### config.mk
export PLATFORM = sky130hd
export DESIGN_NAME = fir_seq_ctrl
export DESIGN_NICKNAME = d
export VERILOG_FILES = /design/src/rtl/fir_seq_ctrl.sv
export SDC_FILE = /design/constraint.sdc
export NUM_CORES = 1
export LEC_CHECK = 0
export ABC_CLOCK_PERIOD_IN_PS = 7000
export CAP_MARGIN = 20
export CELL_PAD_IN_SITES_DETAIL_PLACEMENT = 1
export CELL_PAD_IN_SITES_GLOBAL_PLACEMENT = 2
export CORE_MARGIN = 4
export CORE_UTILIZATION = 27
export DETAILED_ROUTE_END_ITERATION = 10
export HOLD_SLACK_MARGIN = 0.05
export PLACE_DENSITY = 0.94
export SYNTH_ARGS = -nofsm -noshare
export SYNTH_HDL_FRONTEND = slang
export SYNTH_SLANG_ARGS = --single-unit
### constraint.sdc
create_clock -name axis_clk -period 7 [get_ports axis_clk]
set_input_delay 1.4 -clock axis_clk [delete_from_list [all_inputs] [get_ports axis_clk]]
set_output_delay 1.4 -clock axis_clk [all_outputs]
set_load 0.05 [all_outputs]
### src/rtl/fir_seq_ctrl.sv
// Sequences one FIR job: AXI-Lite setup writes, stream pass-through with tlast generation, then ap_done polling.
// Latency: one write per AXI-Lite handshake pair, combinational stream pass-through, done one cycle after the ap_done read.
// Backpressure: stream ready/valid pass straight through; AXI valids are held until ready. Optional poll timeout: FIR_SEQ_POLL_TIMEOUT_EN.
module fir_seq_ctrl #(
    parameter int          MAX_TAPS  = 11,
    parameter logic [31:0] ADDR_CTRL = 32'h0000_0000,
    parameter logic [31:0] ADDR_LEN  = 32'h0000_0010,
    parameter logic [31:0] ADDR_TAPN = 32'h0000_0014,
    parameter logic [31:0] ADDR_COEF = 32'h0000_0080
) (
    input  logic        axis_clk,
    input  logic        axis_rst_n,
    input  logic        cmd_start,
    input  logic [31:0] cmd_len,
    input  logic [3:0]  cmd_tapn,
    output logic        busy,
    output logic        done,
    output logic        err,
    output logic [3:0]  coef_addr,
    input  logic [31:0] coef_rdata,
    output logic        awvalid,
    input  logic        awready,
    output logic [31:0] awaddr,
    output logic        wvalid,
    input  logic        wready,
    output logic [31:0] wdata,
    output logic        arvalid,
    input  logic        arready,
    output logic [31:0] araddr,
    input  logic        rvalid,
    output logic        rready,
    input  logic [31:0] rdata,
    input  logic        in_tvalid,
    output logic        in_tready,
    input  logic [31:0] in_tdata,
    output logic        ss_tvalid,
    input  logic        ss_tready,
    output logic [31:0] ss_tdata,
    output logic        ss_tlast,
    input  logic        sm_tvalid,
    output logic        sm_tready,
    input  logic [31:0] sm_tdata,
    input  logic        sm_tlast,
    output logic        out_tvalid,
    input  logic        out_tready,
    output logic [31:0] out_tdata,
    output logic        out_tlast
);
    typedef enum logic [2:0] {
        S_IDLE, S_WR_LEN, S_WR_TAPN, S_WR_COEF, S_WR_START, S_STREAM, S_POLL
    } state_t;

    localparam logic [31:0] MAX_TAPS_W = 32'(MAX_TAPS);

    state_t      state_q, state_d;
    logic [31:0] len_q, len_d;
    logic [3:0]  tapn_q, tapn_d;
    logic [3:0]  idx_q, idx_d;
    logic        aw_acc_q, aw_acc_d;
    logic        w_acc_q, w_acc_d;
    logic [31:0] in_cnt_q, in_cnt_d;
    logic [31:0] out_cnt_q, out_cnt_d;
    logic        mis_q, mis_d;
    logic        rd_ph_q, rd_ph_d;
    logic        done_q, done_d;
    logic        err_q, err_d;
`ifdef FIR_SEQ_POLL_TIMEOUT_EN
    logic [15:0] to_cnt_q, to_cnt_d;
`endif

    logic wr_st, wr_fin, in_act, out_act, in_fire, out_fire, in_last, out_last, cmd_bad;
    logic unused_rdata;

    assign unused_rdata = ^{rdata[31:2], rdata[0]};

    assign wr_st   = (state_q == S_WR_LEN) || (state_q == S_WR_TAPN) ||
                     (state_q == S_WR_COEF) || (state_q == S_WR_START);
    assign awvalid = wr_st && !aw_acc_q;
    assign wvalid  = wr_st && !w_acc_q;
    // A write finishes once each channel has been accepted, in this cycle or earlier.
    assign wr_fin  = wr_st && (aw_acc_q || awready) && (w_acc_q || wready);

    always_comb begin
        awaddr = 32'h0;
        wdata  = 32'h0;
        case (state_q)
            S_WR_LEN:   begin awaddr = ADDR_LEN;  wdata = len_q;            end
            S_WR_TAPN:  begin awaddr = ADDR_TAPN; wdata = {28'h0, tapn_q};  end
            S_WR_COEF:  begin awaddr = ADDR_COEF + {26'h0, idx_q, 2'b00}; wdata = coef_rdata; end
            S_WR_START: begin awaddr = ADDR_CTRL; wdata = 32'h1;            end
            default:    ;
        endcase
    end

    assign in_last    = (in_cnt_q == len_q - 32'd1);
    assign out_last   = (out_cnt_q == len_q - 32'd1);
    assign in_act     = (state_q == S_STREAM) && (in_cnt_q < len_q);
    assign out_act    = (state_q == S_STREAM) && (out_cnt_q < len_q);
    assign ss_tvalid  = in_act && in_tvalid;
    assign in_tready  = in_act && ss_tready;
    assign ss_tdata   = in_tdata;
    assign ss_tlast   = in_act && in_last;
    assign out_tvalid = out_act && sm_tvalid;
    assign sm_tready  = out_act && out_tready;
    assign out_tdata  = sm_tdata;
    assign out_tlast  = out_act && out_last;
    assign in_fire    = in_act && in_tvalid && ss_tready;
    assign out_fire   = out_act && sm_tvalid && out_tready;

    assign arvalid   = (state_q == S_POLL) && !rd_ph_q;
    assign rready    = (state_q == S_POLL) && rd_ph_q;
    assign araddr    = arvalid ? ADDR_CTRL : 32'h0;
    assign busy      = (state_q != S_IDLE);
    assign done      = done_q;
    assign err       = err_q;
    assign coef_addr = idx_q;
    assign cmd_bad   = (cmd_len == 32'd0) || (cmd_tapn == 4'd0) || ({28'h0, cmd_tapn} > MAX_TAPS_W);

    always_comb begin
        state_d   = state_q;
        len_d     = len_q;
        tapn_d    = tapn_q;
        idx_d     = idx_q;
        aw_acc_d  = aw_acc_q;
        w_acc_d   = w_acc_q;
        in_cnt_d  = in_cnt_q;
        out_cnt_d = out_cnt_q;
        mis_d     = mis_q;
        rd_ph_d   = rd_ph_q;
        done_d    = 1'b0;
        err_d     = 1'b0;
`ifdef FIR_SEQ_POLL_TIMEOUT_EN
        to_cnt_d  = to_cnt_q;
`endif
        if (wr_fin) begin
            aw_acc_d = 1'b0;
            w_acc_d  = 1'b0;
        end else begin
            if (awvalid && awready) aw_acc_d = 1'b1;
            if (wvalid && wready)   w_acc_d  = 1'b1;
        end
        if (in_fire) in_cnt_d = in_cnt_q + 32'd1;
        if (out_fire) begin
            out_cnt_d = out_cnt_q + 32'd1;
            // Upstream tlast is only audited; the generated one is what goes downstream.
            if (sm_tlast != out_last) mis_d = 1'b1;
        end
        case (state_q)
            S_IDLE: if (cmd_start) begin
                len_d  = cmd_len;
                tapn_d = cmd_tapn;
                if (cmd_bad) begin
                    done_d = 1'b1;
                    err_d  = 1'b1;
                end else begin
                    state_d   = S_WR_LEN;
                    idx_d     = 4'd0;
                    in_cnt_d  = 32'd0;
                    out_cnt_d = 32'd0;
                    mis_d     = 1'b0;
`ifdef FIR_SEQ_POLL_TIMEOUT_EN
                    to_cnt_d  = 16'd0;
`endif
                end
            end
            S_WR_LEN:   if (wr_fin) state_d = S_WR_TAPN;
            S_WR_TAPN:  if (wr_fin) state_d = S_WR_COEF;
            S_WR_COEF:  if (wr_fin) begin
                if (idx_q == tapn_q - 4'd1) state_d = S_WR_START;
                else                        idx_d   = idx_q + 4'd1;
            end
            S_WR_START: if (wr_fin) state_d = S_STREAM;
            S_STREAM: if (in_cnt_q == len_q && out_cnt_q == len_q) begin
                state_d = S_POLL;
                rd_ph_d = 1'b0;
            end
            S_POLL: begin
                if (!rd_ph_q) begin
                    if (arready) rd_ph_d = 1'b1;
                end else if (rvalid) begin
                    rd_ph_d = 1'b0;
                    if (rdata[1]) begin
                        done_d  = 1'b1;
                        err_d   = mis_q;
                        mis_d   = 1'b0;
                        state_d = S_IDLE;
                    end
`ifdef FIR_SEQ_POLL_TIMEOUT_EN
                    else begin
                        to_cnt_d = to_cnt_q + 16'd1;
                        if (to_cnt_q == 16'hFFFE) begin
                            done_d  = 1'b1;
                            err_d   = 1'b1;
                            mis_d   = 1'b0;
                            state_d = S_IDLE;
                        end
                    end
`endif
                end
            end
            default: state_d = S_IDLE;
        endcase
    end

    always_ff @(posedge axis_clk) begin
        if (!axis_rst_n) begin
            state_q   <= S_IDLE;
            len_q     <= 32'd0;
            tapn_q    <= 4'd0;
            idx_q     <= 4'd0;
            aw_acc_q  <= 1'b0;
            w_acc_q   <= 1'b0;
            in_cnt_q  <= 32'd0;
            out_cnt_q <= 32'd0;
            mis_q     <= 1'b0;
            rd_ph_q   <= 1'b0;
            done_q    <= 1'b0;
            err_q     <= 1'b0;
`ifdef FIR_SEQ_POLL_TIMEOUT_EN
            to_cnt_q  <= 16'd0;
`endif
        end else begin
            state_q   <= state_d;
            len_q     <= len_d;
            tapn_q    <= tapn_d;
            idx_q     <= idx_d;
            aw_acc_q  <= aw_acc_d;
            w_acc_q   <= w_acc_d;
            in_cnt_q  <= in_cnt_d;
            out_cnt_q <= out_cnt_d;
            mis_q     <= mis_d;
            rd_ph_q   <= rd_ph_d;
            done_q    <= done_d;
            err_q     <= err_d;
`ifdef FIR_SEQ_POLL_TIMEOUT_EN
            to_cnt_q  <= to_cnt_d;
`endif
        end
    end
endmodule

# --- Yosys cells after proc, flatten, opt, wreduce, memory -nomap -nowiden ---
# Index checks and enable logic that the tools add are counted.
word_totals:
  regBits: 113
  output_inout_bits: 177
  elab_cells: 136
  inputBits: 176
op_classes:
  order_cmp: 3
  n_bitwise: 1
  n_reduce_logical: 40
  mux: 50
  n_addsub: 6
  eq_ne: 24
op_table:
  columns: ["op", "n"]
  rows:
  - ["$mux 32", 8]
  - ["$eq 32x32->1", 4]
  - ["$pmux 32 s4", 1]
  - ["$add 32x1->32 const B", 2]
  - ["$lt 32x32->1", 2]
  - ["$mux 3", 11]
  - ["$logic_not 32->1", 1]
  - ["$sub 32x1->32 const B", 1]
  - ["$pmux 9 s3", 1]
  - ["$pmux 3 s7", 1]
  - ["$ne 2x2->1 const B", 10]
  - ["$logic_and 1x1->1", 19]
  - ["$mux 1", 19]
  - ["$mux 4", 4]
  - ["$reduce_and 11->1", 1]
  - ["$add 8x6->9 const A", 1]
  - ["$eq 3x3->1 const B", 3]
  - ["$pmux 1 s2", 4]
  - ["$pmux 4 s2", 1]
  - ["$logic_or 1x1->1", 7]
  - ["$eq 3x2->1 const B", 2]
  - ["$reduce_and 5->1", 1]
  - ["$add 4x1->4 const B", 1]
  - ["$eq 4x4->1", 1]
  - ["other kinds (13)", 18]

# --- Logic depth before layout (Yosys ltp) ---
logic_depth:
  depth_word: 9
  depth_mapped: 14
  mapped_depth_nobuf: 11

# --- Worst setup path before layout ---
# Ideal clock, no wire load.
synth_path:
  path_kind: "reg-to-output"
  from: "reg len_q[1]"
  to: "out ss_tlast"
  t_required_ns: 5.600
  n_path_buf: 1
  stages_incl_launch_ff: 11
  t_arrival_ns: 3.531
  setup_slack_ns: 2.069
  cell_sequence: "dfxtp_1 -> inv_1 -> ha_1 -> or3b_2 -> clkbuf_4 -> nor3_1 -> and4_1 -> xnor2_1 -> a2111oi_0 -> nand4_1 -> nor3_1"
synth_between:
  elab_chain_len: 3
  word_cells_on_any_way: 5
  classes_between: "add/sub: 1; order compare: 1; eq/ne: 1; reduce/logical: 2"
synth_rtl:
  columns: ["element", "line_no", "source"]
  rows:
  - ["from (decl)", "56", "logic [31:0] len_q, len_d;"]
  - ["from (signal assigned)", "224", "len_q <= len_d;"]
  - ["$sub 32x1->32 / $lt 32x32->1 (equally long branches)", "95, 97", null]
  - ["$eq 32x32->1 / $logic_and 1x1->1 (equally long branches)", "95, 97", null]
  - ["$logic_and 1x1->1 (*)", "102", "assign ss_tlast = in_act && in_last;"]
  - ["to (decl)", "39", "output logic ss_tlast,"]
# Every way passes the cells marked *; elsewhere a longest branch is shown, timed or not.

# --- Worst setup path after layout ---
layout_path:
  from: "reg len_q[2]"
  to: "out out_tlast"
layout_between:
  elab_chain_len: 3
  word_cells_on_any_way: 5
  classes_between: "add/sub: 1; order compare: 1; eq/ne: 1; reduce/logical: 2"
layout_rtl:
  columns: ["element", "line_no", "source"]
  rows:
  - ["$sub 32x1->32 / $lt 32x32->1 (equally long branches)", "96, 98", null]
  - ["$eq 32x32->1 / $logic_and 1x1->1 (equally long branches)", "96, 98", null]
  - ["$logic_and 1x1->1 (*)", "106", "assign out_tlast = out_act && out_last;"]
  - ["to (decl)", "47", "output logic out_tlast"]
# Marked as above.

==> summary.txt <==
Pwr
  • Leak: between 4 and 5 nW
  • Power Total: roughly 3.3 mW
  • Max VDD drop: between 150 and 200 uV
  • Pwr Density: 282 nW/um2

Finish
  • Total Nets Final: about 1600
  • Fill cell count: 4573
  • Footprint of the multi-input gates: 6640 um2
  • Final Util: 0.315
  • Post-Layout Cell Count: approximately 1900
  • Final Instance Area: 11800 um2
  • Register area: 2260 um2
  • Ratio of cells with drive above 1 in the final layout: 0.0553
  • Area growth syn-to-layout: 15.6%

CTS
  • Buffer count from post-CTS setup fixing: 0
  • Max clock buf depth: 2
  • Clock Pin Slew Worst Setup and Hold Paths: 60 ps
  • H-Tree Level Count: 4
  • CTS tree: built
  • Root Driver: clkbuf_16
  • Num CTS Buffers: 17
  • Num Clock Sinks: approximately 110
  • Hold_buf cts: 0
  • Clock Latency Late Sink: about 450 ps
  • Post-CTS sizing: 0

Detailed routing
  • Wirelength, routed: 36600 um
  • Initial DRT Pass Iterations: 5
  • DRT iter0 DRCs: approximately 570
  • Via density per instance: 5.28
  • Residual DRC: 0
  • Via count: 9864
  • WL/cell: 19.6 um
  • ANT nets after route: 0

Timing
  • Setup violations, final: 0
  • Headroom to the max-slew limit: 0.438
  • Fmax: approximately 150 MHz
  • Minimum clock period: 6660 ps
  • Hold Fails Final Rpt: 0
  • Final Skew: 14.2 ps
  • Post-route setup TNS: 0 ps
  • Slew @ Worst Pin: 835 ps
  • Max Slew Vio Count: 0
  • Unrepaired setup endpoints after global routing: no
  • Fin crit share: 0.951

Critical path
  • Crit path launch type: flip-flop
  • Worst EP arrival: 5260 ps
  • Critical Path RT: 5600 ps
  • FF-to-FF path depth: 10
  • CP max FO: 12
  • Worst r2r src: state_q[0]
  • Setup crit end: out_tlast
  • RR Endpoint: out_cnt_q[20]
  • WS Path Type: reg2out
  • Crit path launch: len_q[2]
  • Critical Path End Type: output port
  • R2R Setup Slk: ~2200 ps

Run
  • Max_cap viols: 0

Global routing
  • Total GRT Usage: 0.175
  • Remaining Overflow, GRT: 0
  • Global-route wire length before repair: 57300 um
  • Via count of the first global-routing pass: 10100
  • Initial antenna violation count: 1
  • Pin count of the biggest net entering global routing: 60

Logic synthesis
  • Warnings from Yosys: 0
  • Register area share after synthesis: 0.221
  • Primary FF master, synth: dfxtp_1
  • Yosys reg bits: 113
  • Post-Syn Area: 10200 um2
  • Syn_area_per_cell: 7.80 um2
  • Cell count after synthesis: around 1300
  • Unique masters post-synth: 77
  • Async set or reset register ratio after synthesis: 0
  • Number of flops mapped to enable cells by yosys: 0

Status
  • Status: completed

Floorplanning
  • # IOs: about 350
  • DIE HEIGHT: around 200 um
  • Initial core utilization: 0.273
  • Die width: 203 um
  • Num rows: 71
  • Die ar.: 41100 um2
  • Core area: 37500 um2

Hold path
  • Worst hold-check path type: reg2reg
  • Worst Hold Depth: 2

Placed design
  • Area of placed instances: 11200 um2
  • Routability Congestion: ~0.92
  • Placed cells: 1835
  • IO buf count: ~130
  • Post-DP HPWL: 28800 um
-- layout make-up --
type,instances,area share
diodes,1,0.000212
clock buffers,20,0.0386
clock inverters,12,0.0132
inverters,53,0.0168
multi-input cells,1009,0.561
flip-flops and latches,113,0.191
well taps,511,0.0541
repair buffers,150,0.124
-- power by group --
group	total [mW]	internal [mW]	switching (mW)
Clock	0.929	0.579	0.350
Sequential	0.826	0.692	0.134
Combinational	1.58	0.558	1.02
Total	3.34	1.83	1.51
-- synthesized netlist by cell type, types with 42 or more instances --
cell type,count,share of area
buf_4,126,0.092
xnor2_1,68,0.058
nand3_1,43,0.021
nand4_1,53,0.032
inv_1,53,0.019
clkbuf_1,42,0.015
dfxtp_1,113,0.22
a21oi_1,68,0.033
o21ai_0,60,0.029
ha_1,69,0.084
nand2_1,129,0.047
nor2_1,77,0.028
-- stage by stage --
step           setup slack, ps  hold WS (ps)
4_1_cts                    403           486
6_report                   342           483
3_5_place_dp               907           479
2_1_floorplan             2070           451
5_1_grt                    149           517
3_3_place_gp               986           472
-- registers in the layout, summed over array words and instances, names as in the netlist --
| register | cells |
|---|---|
| len_q | 32 |
| rd_ph_q | 1 |
| w_acc_q | 1 |
| tapn_q | 4 |
| mis_q | 1 |
| aw_acc_q | 1 |
| in_cnt_q | 32 |
| out_cnt_q | 32 |
| coef_addr | 4 |
| state_q | 3 |
| done | 1 |
| err | 1 |
-- per-layer routing --
layer	vias to the layer above	global-route usage	part of all wire
li1	4595	-	-
met1	4932	0.227	0.44
met2	288	0.300	0.49
met3	49	0.0319	0.056
met4	0	0.0507	0.020
met5	-	0	0
-- layout by cell type, fill, tap and decap left out, types with 7 or more instances in the layout --
cell / instances
ha_1: 69
buf_4: 15
o211ai_1: 8
nand3_1: 43
nor3_1: 18
or3_1: 32
dfxtp_1: 113
inv_1: 53
a21boi_0: 38
xnor2_1: 68
conb_1: 59
nor2b_1: 10
o31ai_1: 12
nor4_1: 28
a22o_1: 27
mux2i_1: 7
a21o_1: 23
nand2_1: 128
and3_1: 27
xor2_1: 33
nand4_1: 53
and2_1: 15
o21ai_0: 60
clkbuf_16: 17
or4_1: 19
nor2_1: 75
clkdlybuf4s50_1: 134
a21oi_1: 68
-- worst min path at each step --
| stage | from | end | slack, ps |
|---|---|---|---|
| 3_3_place_gp | in_cnt_q[21] | in_cnt_q[21] | 470 |
| 4_1_cts | in_cnt_q[21] | in_cnt_q[21] | 490 |
| 5_1_grt | in_cnt_q[21] | in_cnt_q[21] | 520 |
| 3_5_place_dp | in_cnt_q[21] | in_cnt_q[21] | 480 |
| 2_1_floorplan | in_cnt_q[21] | in_cnt_q[21] | 450 |
| 6_report | in_cnt_q[21] | in_cnt_q[21] | 480 |
-- critical path, stage by stage, from the launching register on --
cell             delay [ps]
dfxtp_1                 440
or4_1                   750
nor4_4                  720
and3_1                  340
o211ai_1                110
a2111oi_0               660
nand3_1                 190
nor4_1                  400
buf_4                   210
and3_1                  160
clkdlybuf4s50_1         810
-- kinds of logic (layout without fill, tap and decap cells) --
logic type               Yosys count  after routing  share of synthesized area
buffers and inverters            248            235                      0.153
adder cells (fa/ha/maj)           69             69                     0.0844
multiplexers                       9              9                    0.00905
AND/OR/NAND/NOR                  483            483                      0.252
flip-flops                       113            113                      0.221
AO/OA/AOI/OAI                    283            283                      0.183
other                              1             60                   0.000367
XOR/XNOR                         106            106                     0.0976
Power figures use the tool's default switching activity.
